===== config.mk =====
export PLATFORM = sky130hd
export DESIGN_NAME = m_bus_arbiter
export DESIGN_NICKNAME = d
export VERILOG_FILES = /design/src/rtl/m_bus_arbiter_pkg.sv /design/src/rtl/m_addr_decode.sv /design/src/rtl/m_bus_arbiter.sv
export SDC_FILE = /design/constraint.sdc
export NUM_CORES = 1
export LEC_CHECK = 0
export ABC_AREA = 1
export BUFFER_PORTS_ARGS = -buffer_cell sky130_fd_sc_hd__buf_2
export CORE_AREA = 2 2 123 125
export DETAILED_ROUTE_END_ITERATION = 7
export DIE_AREA = 0 0 125 127
export GPL_TIMING_DRIVEN = 1
export HOLD_SLACK_MARGIN = 0.1
export PLACE_DENSITY = 0.76
export SLEW_MARGIN = 30
export SYNTH_ARGS = -nofsm -noshare
export SYNTH_HDL_FRONTEND = slang
export SYNTH_SLANG_ARGS = --single-unit
export TNS_END_PERCENT = 50

===== constraint.sdc =====
create_clock -name i_clk -period 2.2 [get_ports i_clk]
set_input_delay 0.22 -clock i_clk [delete_from_list [all_inputs] [get_ports i_clk]]
set_output_delay 0.22 -clock i_clk [all_outputs]
set_load 0.02 [all_outputs]

===== src/rtl/m_bus_arbiter_pkg.sv =====
// Shared encodings and address-window constants for the M-stage / debug bus arbiter.
package m_bus_arbiter_pkg;

  typedef enum logic [1:0] {
    ARB_IDLE  = 2'd0,
    ARB_ISSUE = 2'd1,
    ARB_WAIT  = 2'd2,
    ARB_DONE  = 2'd3
  } arb_state_t;

  typedef enum logic {
    OWN_CPU = 1'b0,
    OWN_DBG = 1'b1
  } owner_t;

  localparam logic [2:0] SEL_NONE = 3'b000;
  localparam logic [2:0] SEL_DM   = 3'b001;
  localparam logic [2:0] SEL_TC0  = 3'b010;
  localparam logic [2:0] SEL_TC1  = 3'b100;

  localparam logic [31:0] DM_END_DEF    = 32'h0000_2fff;
  localparam logic [31:0] TC0_BEGIN_DEF = 32'h0000_7f00;
  localparam logic [31:0] TC1_BEGIN_DEF = 32'h0000_7f10;
  localparam logic [31:0] TC_WIN_BYTES  = 32'd12;

  // Window end is formed in 33 bits so a base near the top of memory cannot wrap.
  function automatic logic in_window(input logic [31:0] addr, input logic [31:0] base);
    logic [32:0] last;
    last = {1'b0, base} + {1'b0, TC_WIN_BYTES} - 33'd1;
    return (addr >= base) && ({1'b0, addr} <= last);
  endfunction

endpackage


===== src/rtl/m_addr_decode.sv =====
// Combinational target decode: DM, TC0 or TC1 as a one-hot select, or a miss.
module m_addr_decode
  import m_bus_arbiter_pkg::*;
#(
  parameter logic [31:0] DM_END    = DM_END_DEF,
  parameter logic [31:0] TC0_BEGIN = TC0_BEGIN_DEF,
  parameter logic [31:0] TC1_BEGIN = TC1_BEGIN_DEF
) (
  input  logic [31:0] addr,
  output logic [2:0]  sel,
  output logic        miss
);

  always_comb begin
    sel = SEL_NONE;
    if (addr <= DM_END) begin
      sel = SEL_DM;
    end else if (in_window(addr, TC0_BEGIN)) begin
      sel = SEL_TC0;
    end else if (in_window(addr, TC1_BEGIN)) begin
      sel = SEL_TC1;
    end
    miss = (sel == SEL_NONE);
  end

endmodule


===== src/rtl/m_bus_arbiter.sv =====
// Round-robin arbiter between the CPU M-stage port and a debug/DMA master,
// running one fixed-latency transaction at a time on the DM/timer bus.
module m_bus_arbiter
  import m_bus_arbiter_pkg::*;
#(
  parameter int unsigned RD_LAT    = 1,
  parameter logic [31:0] DM_END    = DM_END_DEF,
  parameter logic [31:0] TC0_BEGIN = TC0_BEGIN_DEF,
  parameter logic [31:0] TC1_BEGIN = TC1_BEGIN_DEF
) (
  input  logic        i_clk,
  input  logic        i_rst_n,
  input  logic        i_cpu_req,
  input  logic        i_cpu_we,
  input  logic [31:0] i_cpu_addr,
  input  logic [31:0] i_cpu_wdata,
  input  logic [3:0]  i_cpu_byteen,
  output logic        o_cpu_ack,
  output logic [31:0] o_cpu_rdata,
  output logic        o_cpu_stall,
  input  logic        i_dbg_req,
  input  logic        i_dbg_we,
  input  logic [31:0] i_dbg_addr,
  input  logic [31:0] i_dbg_wdata,
  input  logic [3:0]  i_dbg_byteen,
  output logic        o_dbg_ack,
  output logic [31:0] o_dbg_rdata,
  output logic        o_err,
  output logic        o_mem_en,
  output logic        o_mem_we,
  output logic [2:0]  o_mem_sel,
  output logic [31:0] o_mem_addr,
  output logic [31:0] o_mem_wdata,
  output logic [3:0]  o_mem_byteen,
  input  logic [31:0] i_mem_rdata
);

  arb_state_t  state_q, state_d;
  owner_t      owner_q, last_grant_q, winner;
  logic        we_q, miss_q;
  logic [31:0] addr_q, wdata_q, rdata_q;
  logic [3:0]  byteen_q;
  logic [2:0]  sel_q, cnt_q;
  logic        req_any, pick_dbg, dec_miss, cpu_ack;
  logic [31:0] req_addr;
  logic [2:0]  dec_sel;

  // On a tie the master that did not win last time gets the bus.
  assign req_any  = i_cpu_req | i_dbg_req;
  assign pick_dbg = i_dbg_req & (~i_cpu_req | (last_grant_q == OWN_CPU));
  assign winner   = pick_dbg ? OWN_DBG : OWN_CPU;
  assign req_addr = pick_dbg ? i_dbg_addr : i_cpu_addr;

  m_addr_decode #(
    .DM_END   (DM_END),
    .TC0_BEGIN(TC0_BEGIN),
    .TC1_BEGIN(TC1_BEGIN)
  ) u_decode (
    .addr(req_addr),
    .sel (dec_sel),
    .miss(dec_miss)
  );

  always_comb begin
    state_d = state_q;
    case (state_q)
      ARB_IDLE:  if (req_any) state_d = dec_miss ? ARB_DONE : ARB_ISSUE;
      ARB_ISSUE: state_d = ARB_WAIT;
      ARB_WAIT:  if (cnt_q == 3'd1) state_d = ARB_DONE;
      ARB_DONE:  state_d = ARB_IDLE;
      default:   state_d = ARB_IDLE;
    endcase
  end

  always_ff @(posedge i_clk or negedge i_rst_n) begin
    if (!i_rst_n) begin
      state_q      <= ARB_IDLE;
      owner_q      <= OWN_CPU;
      last_grant_q <= OWN_DBG;
      we_q         <= 1'b0;
      miss_q       <= 1'b0;
      addr_q       <= '0;
      wdata_q      <= '0;
      byteen_q     <= '0;
      sel_q        <= '0;
      cnt_q        <= '0;
      rdata_q      <= '0;
    end else begin
      state_q <= state_d;
      case (state_q)
        ARB_IDLE: begin
          if (req_any) begin
            owner_q  <= winner;
            we_q     <= pick_dbg ? i_dbg_we : i_cpu_we;
            addr_q   <= req_addr;
            wdata_q  <= pick_dbg ? i_dbg_wdata : i_cpu_wdata;
            byteen_q <= pick_dbg ? i_dbg_byteen : i_cpu_byteen;
            sel_q    <= dec_sel;
            miss_q   <= dec_miss;
          end
        end
        ARB_ISSUE: cnt_q <= 3'(RD_LAT);
        ARB_WAIT: begin
          cnt_q <= cnt_q - 3'd1;
          if (cnt_q == 3'd1 && !we_q) rdata_q <= i_mem_rdata;
        end
        ARB_DONE: last_grant_q <= owner_q;
        default: ;
      endcase
    end
  end

  // Bus side is quiet outside ISSUE so the bridge sees exactly one strobe.
  always_comb begin
    o_mem_en     = 1'b0;
    o_mem_we     = 1'b0;
    o_mem_sel    = '0;
    o_mem_addr   = '0;
    o_mem_wdata  = '0;
    o_mem_byteen = '0;
    if (state_q == ARB_ISSUE) begin
      o_mem_en     = 1'b1;
      o_mem_we     = we_q;
      o_mem_sel    = sel_q;
      o_mem_addr   = addr_q;
      o_mem_wdata  = wdata_q;
      o_mem_byteen = we_q ? byteen_q : 4'h0;
    end
  end

  assign cpu_ack     = (state_q == ARB_DONE) && (owner_q == OWN_CPU);
  assign o_cpu_ack   = cpu_ack;
  assign o_dbg_ack   = (state_q == ARB_DONE) && (owner_q == OWN_DBG);
  assign o_err       = (state_q == ARB_DONE) && miss_q;
  assign o_cpu_rdata = rdata_q;
  assign o_dbg_rdata = rdata_q;
  assign o_cpu_stall = i_cpu_req & ~cpu_ack;

endmodule

**Word level (Yosys, flattened, before mapping)**

Cells that the tools add are included.
W data, S select, Z words.

- Input port bits: 174
- Register bits after elaboration: 112
- Output and inout port bits: 141

- Bitwise operators: 8
- Equality and inequality tests: 6
- Magnitude comparators: 5
- Mux-type cells: 20
- Reduce and logical (&&, ||, !) cells: 13
- $add $sub $neg: 1

Operators with widths:

| kind | count |
|---|---|
| $mux W32 | 4 |
| $ge A32 B15 Y1 const B | 2 |
| $le A32 B15 Y1 const B | 2 |
| $le A32 B14 Y1 const B | 1 |
| $mux W3 | 4 |
| $mux W4 | 3 |
| $pmux W2 S4 | 1 |
| $logic_and A1 B1 Y1 | 6 |
| $mux W2 | 3 |
| $pmux W3 S2 | 1 |
| $reduce_and A2 Y1 | 3 |
| $eq A2 B2 Y1 const B | 2 |
| $mux W1 | 4 |
| $ne A2 B2 Y1 const B | 2 |
| $not A1 Y1 | 4 |
| $eq A3 B1 Y1 const B | 1 |
| $logic_not A3 Y1 | 1 |
| $sub A3 B1 Y3 const B | 1 |
| $and A1 B1 Y1 | 2 |
| $eq A2 B1 Y1 const B | 1 |
| $logic_not A2 Y1 | 1 |
| $or A1 B1 Y1 | 2 |
| $reduce_bool A2 Y1 | 1 |
| $logic_not A1 Y1 | 1 |

**Logic depth before layout (Yosys ltp)**

- Depth in word-level cells: 13
- Depth in mapped cells: 14
- Mapped depth without buffers: 13

**Modules after synthesis**

Synthesis repeated with hierarchy kept, for this count alone.

- Cell total of the unflattened synthesis: 1,065
- Area, all modules: 6,932.9 µm²

By module, submodules not included:

| module | sequential area each (µm²) | area an instance (µm²) | instances | cells each |
|---|---|---|---|---|
| m_bus_arbiter | 2,803.9 | 6,759.0 | 1 | 1,024 |
| m_addr_decode | 0.0 | 173.9 | 1 | 41 |

**Worst setup path after synthesis**

Ideal clock, no wire load.

- Kind: reg2out
- From: reg state_q[1]
- To: out o_mem_addr[27]
- Arrival: 1.722 ns
- Path slack: 0.258 ns
- Stages on the path, launching flop included: 8
- Buffers on the path: 3
- Required time: 1.980 ns
- Path through: dfrtp_1 inv_1 ha_1 clkbuf_1 clkbuf_1 buf_1 nand2_1 inv_1

- Word-level cells in the longest chain between the ends: 2

Ends and longest elaborated chain:

| element | line | RTL |
|---|---|---|
| from (decl) | m_bus_arbiter.sv:38 | `arb_state_t state_q, state_d;` |
| from (signal assigned) | m_bus_arbiter.sv:89 | `state_q <= state_d;` |
| $eq A2 B1 Y1 | m_bus_arbiter.sv:121 | `if (state_q == ARB_ISSUE) begin` |
| $mux W32 | m_bus_arbiter.sv:121 |  |
| to (decl) | m_bus_arbiter.sv:32 | `output logic [31:0] o_mem_addr,` |

Every way passes these cells.

**Worst setup path in the final report**

- From: reg state_q[1]
- To: out o_mem_sel[1]

- Word-level cells in the longest chain between the ends: 2

Ends and longest elaborated chain:

| element | line | RTL |
|---|---|---|
| $eq A2 B1 Y1 | m_bus_arbiter.sv:121 |  |
| $mux W3 | m_bus_arbiter.sv:121 |  |
| to (decl) | m_bus_arbiter.sv:31 | `output logic [2:0] o_mem_sel,` |

Every way passes these cells.

==> metrics.txt <==
Setup CP Type=register to output port; Critical Path AT=1810 ps; CP endpoint kind=output port; Hold Crit Depth=2; Vias=6090; Setup Total Neg Slack=0 ps; top area cells in the synthesized netlist=dfrtp_1, nand2_1, o21ai_0; Pleak=4.97 nW; Final min period=2030 ps; RSZ-0062 raised after global routing=no; Die Y-Extent=roughly 130 microns; Clock Pin Slew Worst Setup and Hold Paths=roughly 80 ps; synthesized area per cell=7.69 sq um; placed inst area=7680 sq um; Compound-Gate Fraction of Synth Area=11.1%; largest family of logic cells by synthesized area=simple AND/OR/NAND/NOR gates; TritonCTS clock tree=yes; routed wire length per instance=13.7 microns; CTS sink count=112; remaining global-route overflow=0; Fin. Hold Viols=0; Synth Net Count=~990; Die ar.=15900 sq um; antenna violations before repair=0; row count=44; vias per cell=4.74; post-placement setup slack=135 ps; CTS Buf Count=9; DR pass1 iterations=5; Synth top area share=44.9%; CTS root buffer=clkbuf_16; Initial Utilization=42.9%; share of cells above drive strength 1=a little over a third; mux contribution to synthesized area=between 5 and 6%; final instance area=8280 sq um; PortBufs=roughly 310; mapped cell area=6180 sq um; Max-Cap Viols=0; Routed Antenna Nets=0; Critical Path Source Type=register; HP Class=input pin to register; critical-path cell list=inv_1, ha_2, buf_12, nand2_1, inv_1, buf_2; antenna cells=0; Fillers=between 1000 and 1500; Total GRT Usage=21.3%; Ports=around 320; fin nets=1276; final total power=roughly 0.011 W; worst vdd ir=0.000597 V; drt total wl=around 18 mm; utilization after layout=57.4%; Fin Clk Skew=14.0 ps; first-pass GRT wire length=approximately 28 mm; worst-margin pin slew=596 ps; area delta synth->final=33.9%; Yosys Warn Count=0; largest net degree at the start of global routing=113; Power Density=between 1000 and 1500 nW/um^2; final setup violation count=0; CP Data Required Time=1980 ps; synth unique cells=30; post-synthesis cell count=804; Setup Fix Bufs, Post-CTS=0; Skew-Pair Late Insertion Delay=350 ps; Die Width=125 microns; clk buf depth=2; Tcrit/Tclk final=92.5%; hpwl dp=approximately 12 mm; slew margin rel.=60.3%; slowest stage delay, CP=410 ps; Max stage delay cell, worst path=dfrtp_1; Seq/Total Area, Yosys=45.4%; CP most frequent cell=inv_1; R2R cell count=12; status=finished clean; post-CTS sizing=0; worst-path fanout max=31; max-slew violation count=0; flops & latches, synth=112; vias in the first global route=5661; core area=14400 sq um; post-route setup slack=166 ps; post-synth top area cell=dfrtp_1; Routability Congestion=approximately 0.86; # DRC=0; highest clock rate=around 500 MHz; Synth Area in XOR/XNOR=0%; adder-cell area share of the yosys netlist=1.42%; htree depth=3; DR iter-0 viols=around 320; Synth Area in Simple Gates=approximately 22%
==> state kept, by name, summed over array words and instances (netlist names) <==
signal and count:
last_grant_q 1, wdata_q 32, o_cpu_rdata 32, byteen_q 4, state_q 2, addr_q 32
owner_q 1, cnt_q 3, sel_q 3, we_q 1, miss_q 1
==> Yosys cell counts <==
cell,count
nand2_1,225
inv_1,116
dfrtp_1,111
o21ai_0,104
nor2_1,67
buf_4,36
mux2_2,32
clkbuf_1,24
nand3b_1,16
nand3_1,12
o21ai_1,12
buf_2,9
ha_1,7
a21oi_1,5
o22ai_1,5
buf_1,4
a31oi_1,3
buf_6,2
inv_2,2
nor3_1,2
a211oi_1,1
and3_1,1
buf_12,1
dfstp_2,1
nand2_2,1
nand2_4,1
nand2_8,1
nor2_2,1
o21ai_4,1
o32ai_1,1
==> routing by layer <==
metal / GRT usage [%] / wire length [microns] / part of all wire (%) / up-vias
met5: 0 / 0 / 0 / -
met4: 7.97 / 503 / 2.9 / 0
met3: 3.77 / 1130 / 6.5 / 31
met2: 35.9 / 8450 / 48 / 245
met1: 27.6 / 7490 / 43 / 2781
li1: - / - / - / 3033
==> what timing repair did <==
action	CTS	global route
endpoints found under the setup margin	0	2
hold endpoints to repair	137	1
hold buffers	27	1
==> kinds of logic (layout without fill, tap and decap cells) <==
| logic type | count (synthesis) | after routing |
|---|---|---|
| flip-flops | 112 | 112 |
| multiplexers | 32 | 32 |
| adder cells (fa/ha/maj) | 7 | 7 |
| AND/OR/NAND/NOR | 327 | 328 |
| buffers and inverters | 194 | 489 |
| AO/OA/AOI/OAI | 132 | 132 |
==> through the flow <==
stage               cells  hold WS (ps)
finish               1284           121
global route         1284           107
CTS                  1282           101
detailed placement   1239           351
global placement     1239           348
floorplan             804         -75.6
==> critical path, delay by kind of cell (launching register included) <==
family / cells / cell delay (ps)
adder cells (fa/ha/maj): 1 / 370
buffers and inverters: 4 / 590
flip-flops: 1 / 410
AND/OR/NAND/NOR: 1 / 80
==> layout make-up <==
cell class              count  area, sq um  share of cell area (%)
inverters                 118          443                    5.35
clock buffers               9          225                    2.72
repair buffers            355         2000                    24.2
clock inverters             7         77.6                   0.937
flip-flops and latches    112         2800                    33.9
well taps                 184          230                    2.78
multi-input cells         499         2500                    30.2
==> worst paths after layout <==
kind / start / end / slack (ps)
setup reg to reg: last_grant_q / state_q[1] / 230
min in group asynchronous: i_rst_n / o_cpu_rdata[17] / 510
hold reg to reg: wdata_q[8] / wdata_q[8] / 490
hold / removal: i_mem_rdata[5] / o_cpu_rdata[5] / 120
max in group asynchronous: i_rst_n / addr_q[1] / 1260
setup / recovery: state_q[1] / o_mem_sel[1] / 170
==> power breakdown <==
| part | internal, W | leakage, nW | total [W] | switching [W] |
|---|---|---|---|---|
| sequential | 0.00309 | 1.35 | 0.00368 | 0.000582 |
| clock | 0.000897 | 0.147 | 0.00168 | 0.000778 |
| combinational | 0.00203 | 3.48 | 0.00565 | 0.00363 |
| total | 0.00602 | 4.97 | 0.0110 | 0.00499 |
==> layout by cell type (no fill, tap or decap), types with 10 or more instances in the layout <==
master         Yosys  layout
buf_2              9     313
nand2_1          225     225
inv_1            116     116
dfrtp_1          111     111
o21ai_0          104     104
nor2_1            67      67
mux2_2            32      32
dlygate4sd3_1      0      28
nand3b_1          16      16
nand3_1           12      12
o21ai_1           12      12
buf_4             36      10
No activity file was read; power rests on OpenSTA's default activity.
